<file path="src/rtl/module_rf_wb_arbiter.sv">
// Arbitrates the register file's single write port between the ALU result (req0) and
// the load unit (req1): req0 has priority, and req1 is forced through after MAX_WAIT stalls.
//   state  | meaning
//   NORMAL | req0 has priority; req1 wins only when req0 is idle
//   STARVE | req1 has waited MAX_WAIT cycles and now has priority
module module_rf_wb_arbiter #(
    parameter int MAX_WAIT = 4,
    parameter int CNT_W    = 4
) (
    input  logic        clk_i,
    input  logic        rst_i,
    input  logic        valid0_i,
    input  logic [4:0]  addr0_i,
    input  logic [31:0] data0_i,
    output logic        ready0_o,
    input  logic        valid1_i,
    input  logic [4:0]  addr1_i,
    input  logic [31:0] data1_i,
    output logic        ready1_o,
    output logic        we3_o,
    output logic [4:0]  a3_o,
    output logic [31:0] wd3_o,
    output logic [1:0]  grant_o,
    output logic        starve_o
);

    typedef enum logic {NORMAL, STARVE} state_t;

    localparam logic [CNT_W-1:0] MAX_CNT = CNT_W'(MAX_WAIT);

    state_t             state_q, state_d;
    logic [CNT_W-1:0]   cnt_q, cnt_d;
    logic               xfer0, xfer1;

    always_comb begin
        ready0_o = 1'b0;
        ready1_o = 1'b0;
        state_d  = state_q;
        cnt_d    = cnt_q;
        if (!rst_i) begin
            if (state_q == NORMAL) begin
                ready0_o = valid0_i;
                ready1_o = valid1_i & ~valid0_i;
            end else begin
                ready1_o = valid1_i;
                ready0_o = valid0_i & ~valid1_i;
            end
        end
        xfer0 = valid0_i & ready0_o;
        xfer1 = valid1_i & ready1_o;

        // Stall count only runs while req1 is continuously pending and refused.
        if (!valid1_i || xfer1) begin
            cnt_d = '0;
        end else if (cnt_q < MAX_CNT) begin
            cnt_d = cnt_q + CNT_W'(1);
        end

        case (state_q)
            NORMAL:  if (cnt_d == MAX_CNT) state_d = STARVE;
            STARVE:  if (xfer1 || !valid1_i) state_d = NORMAL;
            default: state_d = NORMAL;
        endcase
    end

    always_ff @(posedge clk_i) begin
        if (rst_i) begin
            state_q <= NORMAL;
            cnt_q   <= '0;
            we3_o   <= 1'b0;
            a3_o    <= '0;
            wd3_o   <= '0;
            grant_o <= 2'b00;
        end else begin
            state_q <= state_d;
            cnt_q   <= cnt_d;
            // x0 writes still complete the handshake and report the owner, but never enable the write.
            we3_o   <= (xfer0 && addr0_i != 5'd0) || (xfer1 && addr1_i != 5'd0);
            grant_o <= {xfer1, xfer0};
            if (xfer0) begin
                a3_o  <= addr0_i;
                wd3_o <= data0_i;
            end else if (xfer1) begin
                a3_o  <= addr1_i;
                wd3_o <= data1_i;
            end
        end
    end

    assign starve_o = (state_q == STARVE);

endmodule

</file>
<file path="config.mk">
export PLATFORM = sky130hd
export DESIGN_NAME = module_rf_wb_arbiter
export DESIGN_NICKNAME = d
export VERILOG_FILES = /design/src/rtl/module_rf_wb_arbiter.sv
export SDC_FILE = /design/constraint.sdc
export NUM_CORES = 1
export LEC_CHECK = 0
export CORE_UTILIZATION = 34
export DETAILED_ROUTE_END_ITERATION = 10
export GPL_TIMING_DRIVEN = 0
export HOLD_SLACK_MARGIN = 0.03
export PLACE_DENSITY_LB_ADDON = 0.25
export SYNTH_ARGS = -nofsm -noshare
export SYNTH_HDL_FRONTEND = slang
export SYNTH_SLANG_ARGS = --single-unit
</file>
<file path="constraint.sdc">
create_clock -name clk_i -period 1.2 [get_ports clk_i]
set_clock_uncertainty 0.1 [all_clocks]
set_input_delay 0.24 -clock clk_i [delete_from_list [all_inputs] [get_ports clk_i]]
set_output_delay 0.24 -clock clk_i [all_outputs]
set_load 0.02 [all_outputs]
</file>
Word level (Yosys, flattened, before mapping)
Cells that the tools add are included.
{"block": "classes", "magnitude_cmp": 1, "reduce_logical": 8, "n_shift": 0, "bitwise_logic": 7, "muxes": 13, "eq_ne": 1, "addsub": 1, "n_div": 0, "multipliers": 0}
{"cell": "$mux 32", "count": 2}
{"cell": "$mux 5", "count": 2}
{"cell": "$reduce_bool 5->1", "count": 2}
{"cell": "$mux 4", "count": 2}
{"cell": "$mux 1", "count": 6}
{"cell": "$add 4x1->4 const B", "count": 1}
{"cell": "$and 1x1->1", "count": 4}
{"cell": "$eq 4x3->1 const B", "count": 1}
{"cell": "$lt 4x3->1 const B", "count": 1}
{"cell": "$not 1->1", "count": 3}
{"cell": "$logic_and 1x1->1", "count": 2}
{"cell": "$logic_or 1x1->1", "count": 2}
{"cell": "$pmux 1 s2", "count": 1}
{"cell": "$reduce_bool 2->1", "count": 1}
{"cell": "$logic_not 1->1", "count": 1}
{"block": "totals", "mem_bits_ro": 0, "word_cells": 37, "memories": 0, "regBits": 45, "latch_bits": 0, "out_inout_bits": 43, "mem_bits_rw": 0, "input_bits": 78}

Depth between registers and ports, before layout
{"block": "logic_depth", "depth_word": 10, "ltp_mapped": 5, "depth_no_buf": 4}

Least setup slack after synthesis
OpenSTA, ideal clock, no wires.
{"block": "synth_path", "kind": "register to register", "start": "register state_q (netlist: starve_o)", "end": "register a3_o[0]", "setup_time_ns": 0.122, "t_arrival_ns": 1.385, "period_less_slack_ns": 1.607, "path_slack_ns": -0.407, "stages_incl_launch_ff": 5, "n_path_buf": 1, "required_ns": 0.978, "path_cell_list": "dfxtp_1 > nand2_2 > and3b_4 > clkbuf_1 > a221o_1"}
{"block": "synth_via", "elab_chain_cells": 4, "word_cells_on_any_way": 8, "classes_between": "mux: 5; bitwise: 2; reduce/logical: 1"}
{"item": "start, declared", "line": "31", "source": "state_t state_q, state_d;"}
{"item": "start signal, assigned", "line": "75", "source": "state_q <= state_d;"}
{"item": "$mux 1 (*)", "line": "41", "source": "if (state_q == NORMAL) begin"}
{"item": "$mux 1 (*)", "line": "40", "source": "if (!rst_i) begin"}
{"item": "net ready0_o", "line": "15", "source": "output logic ready0_o,"}
{"item": "$and 1x1->1 (*)", "line": "49", "source": "xfer0 = valid0_i & ready0_o;"}
{"item": "$mux 5 or $reduce_bool 2->1 (tied branches)"}
{"item": "end signal, assigned", "line": "81", "source": "a3_o <= addr0_i;"}
{"item": "end signal, assigned", "line": "84", "source": "a3_o <= addr1_i;"}
{"item": "end, declared", "line": "21", "source": "output logic [4:0] a3_o,"}
Mark *: on every way through the listed nets, which the timed path passes. The rest lies on a longest branch.
A chain may end at the register's enable or synchronous reset.

Worst setup path after layout
{"block": "layout_path", "start": "register state_q (netlist: starve_o)", "end": "output port ready1_o"}
{"block": "layout_via", "elab_chain_cells": 2}
{"item": "$mux 1", "line": "41"}
{"item": "$mux 1", "line": "40"}
{"item": "end, declared", "line": "19", "source": "output logic ready1_o,"}
No other way between the ends.

==> flow_metrics.env <==
export IMPL_grt_setup_unrepaired="true"
export IMPL_p_comb_frac=0.277
export IMPL_p_int_mw=2.59
export IMPL_critPathCaptureType="output pin"
export IMPL_core_area_mm2=0.00592
export IMPL_power_density_mw_per_mm2=937
export IMPL_drtAntennaViolNets=0
export IMPL_slew_viol_final=0
export IMPL_htree_num_levels=2
export IMPL_cts_buffers=5
export IMPL_outcome="finished with violations"
export IMPL_grt_pass1_wl_mm=10.9
export IMPL_r2r_slack_ns=-0.30
export IMPL_finalCritPeriodShare=1.30
export IMPL_postSynthAreaPerCell_um2=10.0
export IMPL_cp_arrival_ns=1.21
export IMPL_drc_errors=0
export IMPL_pin_count=121
export IMPL_critPathMaxFanout=2
export IMPL_hold_viol_final=0
export IMPL_dieArea_mm2=0.00644
export IMPL_path_cells="buf_6 > nor2b_4 > nor3b_2 > buf_4"
export IMPL_gr_total_overflow=0
export IMPL_drive_above_1_share=0.374
export IMPL_final_nets=434
export IMPL_synth_largest_area_cell="dfxtp_1"
export IMPL_synth_nets=287
export IMPL_ys_warn_count=0
export IMPL_fin_util=0.656
export IMPL_cts_root_buffer="clkbuf_8"
export IMPL_clkTransAtPathRegs_ns=0.08
export IMPL_placedCellCount=403
export IMPL_worst_ep_required_time_ns=0.86
export IMPL_grt_pass1_vias=2214
export IMPL_wire_per_inst_um=17.2
export IMPL_synth_top_area_share=0.433
export IMPL_seqPwrFrac=0.455
export IMPL_diodes=0
export IMPL_viasPerCell=5.36
export IMPL_cts_hold_buf=0
export IMPL_cap_violations=0
export IMPL_final_cells=431
export IMPL_drtIter0Drc=95
export IMPL_post_dp_hpwl_mm=4.80
export IMPL_postSynthCellCount=208
export IMPL_worst_pin_slew_ns=0.517
export IMPL_die_w_um=80.2
export IMPL_syn_to_final_growth_pct=86.7
export IMPL_netlist_area_mm2=0.00208
export IMPL_hold_depth=2
export IMPL_netSwitchingPower_mw=1.04
export IMPL_antenna_found_initial=0
export IMPL_fill_cells=494
export IMPL_cts_tree="yes"
export IMPL_worst_path_max_delay_cell="dfxtp_4"
export IMPL_synth_area_top_cells="dfxtp_1 (43%), a221o_1 (18%), a2111oi_0 (16%), inv_1 (6.9%), buf_6 (4.9%)"
export IMPL_critPathMaxStageDelay_ns=0.37
export IMPL_fin_ws_ns=-0.354
export IMPL_ys_seq_area_frac=0.433
export IMPL_vias=2311
export IMPL_clkPwrFrac=0.268
export IMPL_ys_ff_latch=45
export IMPL_yosysUniqueCellTypes=25
export IMPL_fmax_ghz=0.643
export IMPL_setup_viol=46
export IMPL_slew_headroom=0.655
export IMPL_post_route_min_period_ns=1.55
export IMPL_ir_drop_mv=0.592
export IMPL_crit_type="reg -> out"
export IMPL_grt_max_degree=14
export IMPL_multi_input_area_mm2=0.00125
export IMPL_min_path_type="in -> reg"
export IMPL_reg2regPathDepth=5
export IMPL_design_area_mm2=0.00388
export IMPL_start_util=0.351
export IMPL_fp_row_count=28
export IMPL_clock_sink_count=45
export IMPL_first_pass_iters=4
export IMPL_dpl_cell_area_mm2=0.00346
export IMPL_grt_use_total=0.220
export IMPL_portBuffers=120
export IMPL_p_leak_nw=1.61
export IMPL_netSwitchingFraction=0.287
export IMPL_violations="negative setup slack"
export IMPL_clockBufferDepth=2
export IMPL_die_y_um=80.2
export IMPL_seq_area_um2=910
export IMPL_drt_total_wl_mm=7.43
export IMPL_crit_path_start_kind="flip-flop"
export IMPL_clock_latency_ns=0.29
export IMPL_place_congestion=0.729
==> cells in the final DEF (no fill, tap or decap), drive strengths merged <==
cell,synthesis,layout
nor3,3,3
dfxtp,45,45
nor4,1,1
clkdlybuf4s18,0,1
o21ai,1,1
a21oi,2,2
ha,1,1
clkbuf,13,18
nand3,1,1
nor2,6,6
inv,38,38
xnor2,1,1
a2111oi,37,37
nor3b,2,2
nand2,4,4
a221o,37,37
clkdlybuf4s50,0,74
buf,9,75
clkdlybuf4s15,0,1
dlygate4sd2,0,1
a22o,1,1
nand3b,1,1
and3b,2,2
nor2b,1,1
mux2,2,2
==> synthesized netlist by cell type <==
library cell	instances
a2111oi_0	37
a22o_1	1
buf_6	9
nand3_1	1
o21ai_0	1
nand2_1	3
xnor2_1	1
nor3_2	1
a21oi_1	2
and3b_1	1
nor3_1	2
nor4_1	1
dfxtp_1	45
clkbuf_2	3
nor3b_1	2
nand3b_1	1
nor2_1	6
a221o_1	37
inv_1	38
ha_1	1
and3b_4	1
mux2_2	2
nor2b_1	1
clkbuf_1	10
nand2_2	1
==> final timing paths <==
| path | start | to |
|---|---|---|
| setup / recovery | starve_o | ready1_o |
| hold / removal | valid1_i | grant_o[1] |
| setup reg to reg | starve_o | a3_o[3] |
| hold reg to reg | wd3_o[29] | wd3_o[29] |
==> cell families (layout without fill, tap and decap cells) <==
logic type | Yosys count | in the layout | synth area share
mux | 2 | 2 | 0.0108
fa+ha+maj | 1 | 1 | 0.00601
compound gates | 78 | 78 | 0.345
buf+inv | 60 | 208 | 0.143
flops | 45 | 45 | 0.433
simple gates | 21 | 21 | 0.0583
xor+xnor | 1 | 1 | 0.00421
==> routing by layer <==
| metal | wire (µm) | GRT usage |
|---|---|---|
| met5 | 0 | 0 |
| met4 | 136 | 0.0696 |
| met3 | 387 | 0.0455 |
| met2 | 3700 | 0.357 |
| met1 | 3200 | 0.290 |
==> flip-flops by register name (all words and copies together), names as in the netlist <==
register and count:
grant_o 2, wd3_o 32, a3_o 5, starve_o 1, we3_o 1, cnt_q 4
==> final cells by class <==
class | instances | share of cell area
Multi-Input combinational cell | 103 | 0.322
Timing Repair Buffer | 140 | 0.306
Sequential cell | 45 | 0.234
Buffer | 22 | 0.0541
Inverter | 38 | 0.0367
Tap cell | 75 | 0.0242
Clock buffer | 8 | 0.0232
==> power by group through the flow <==
stage	Clock [mW]	Combinational, mW	Sequential, mW
after floorplan	0	0.267	1.82
after global placement	0	0.945	1.69
after detailed placement	0	0.952	1.69
after CTS	0.997	0.952	1.66
after global routing	1.05	1.07	1.67
final	0.976	1.01	1.66
==> per-stage QoR <==
step	power, mW	setup TNS (ns)	hold slack, ns	setup slack [ns]
finish	3.64	-9.36	0.356	-0.354
CTS	3.60	-8.32	0.328	-0.324
global placement	2.64	-41.76	0.348	-1.16
detailed placement	2.64	-42.14	0.354	-1.16
global route	3.79	-11.45	0.351	-0.402
floorplan	2.09	-5.26	0.280	-0.175
==> worst max-delay path: cells and delay by family, from the launching register on <==
kind	cells	cell delay, ns
flops	1	0.37
buf+inv	2	0.29
simple gates	2	0.25
==> timing repair <==
item	4_1_cts	5_1_grt
setup endpoints to repair	88	47
buffers inserted	12	9
resized for setup	234	43
pin swaps	2	7
Note: power is estimated with default switching activity, not from simulation.
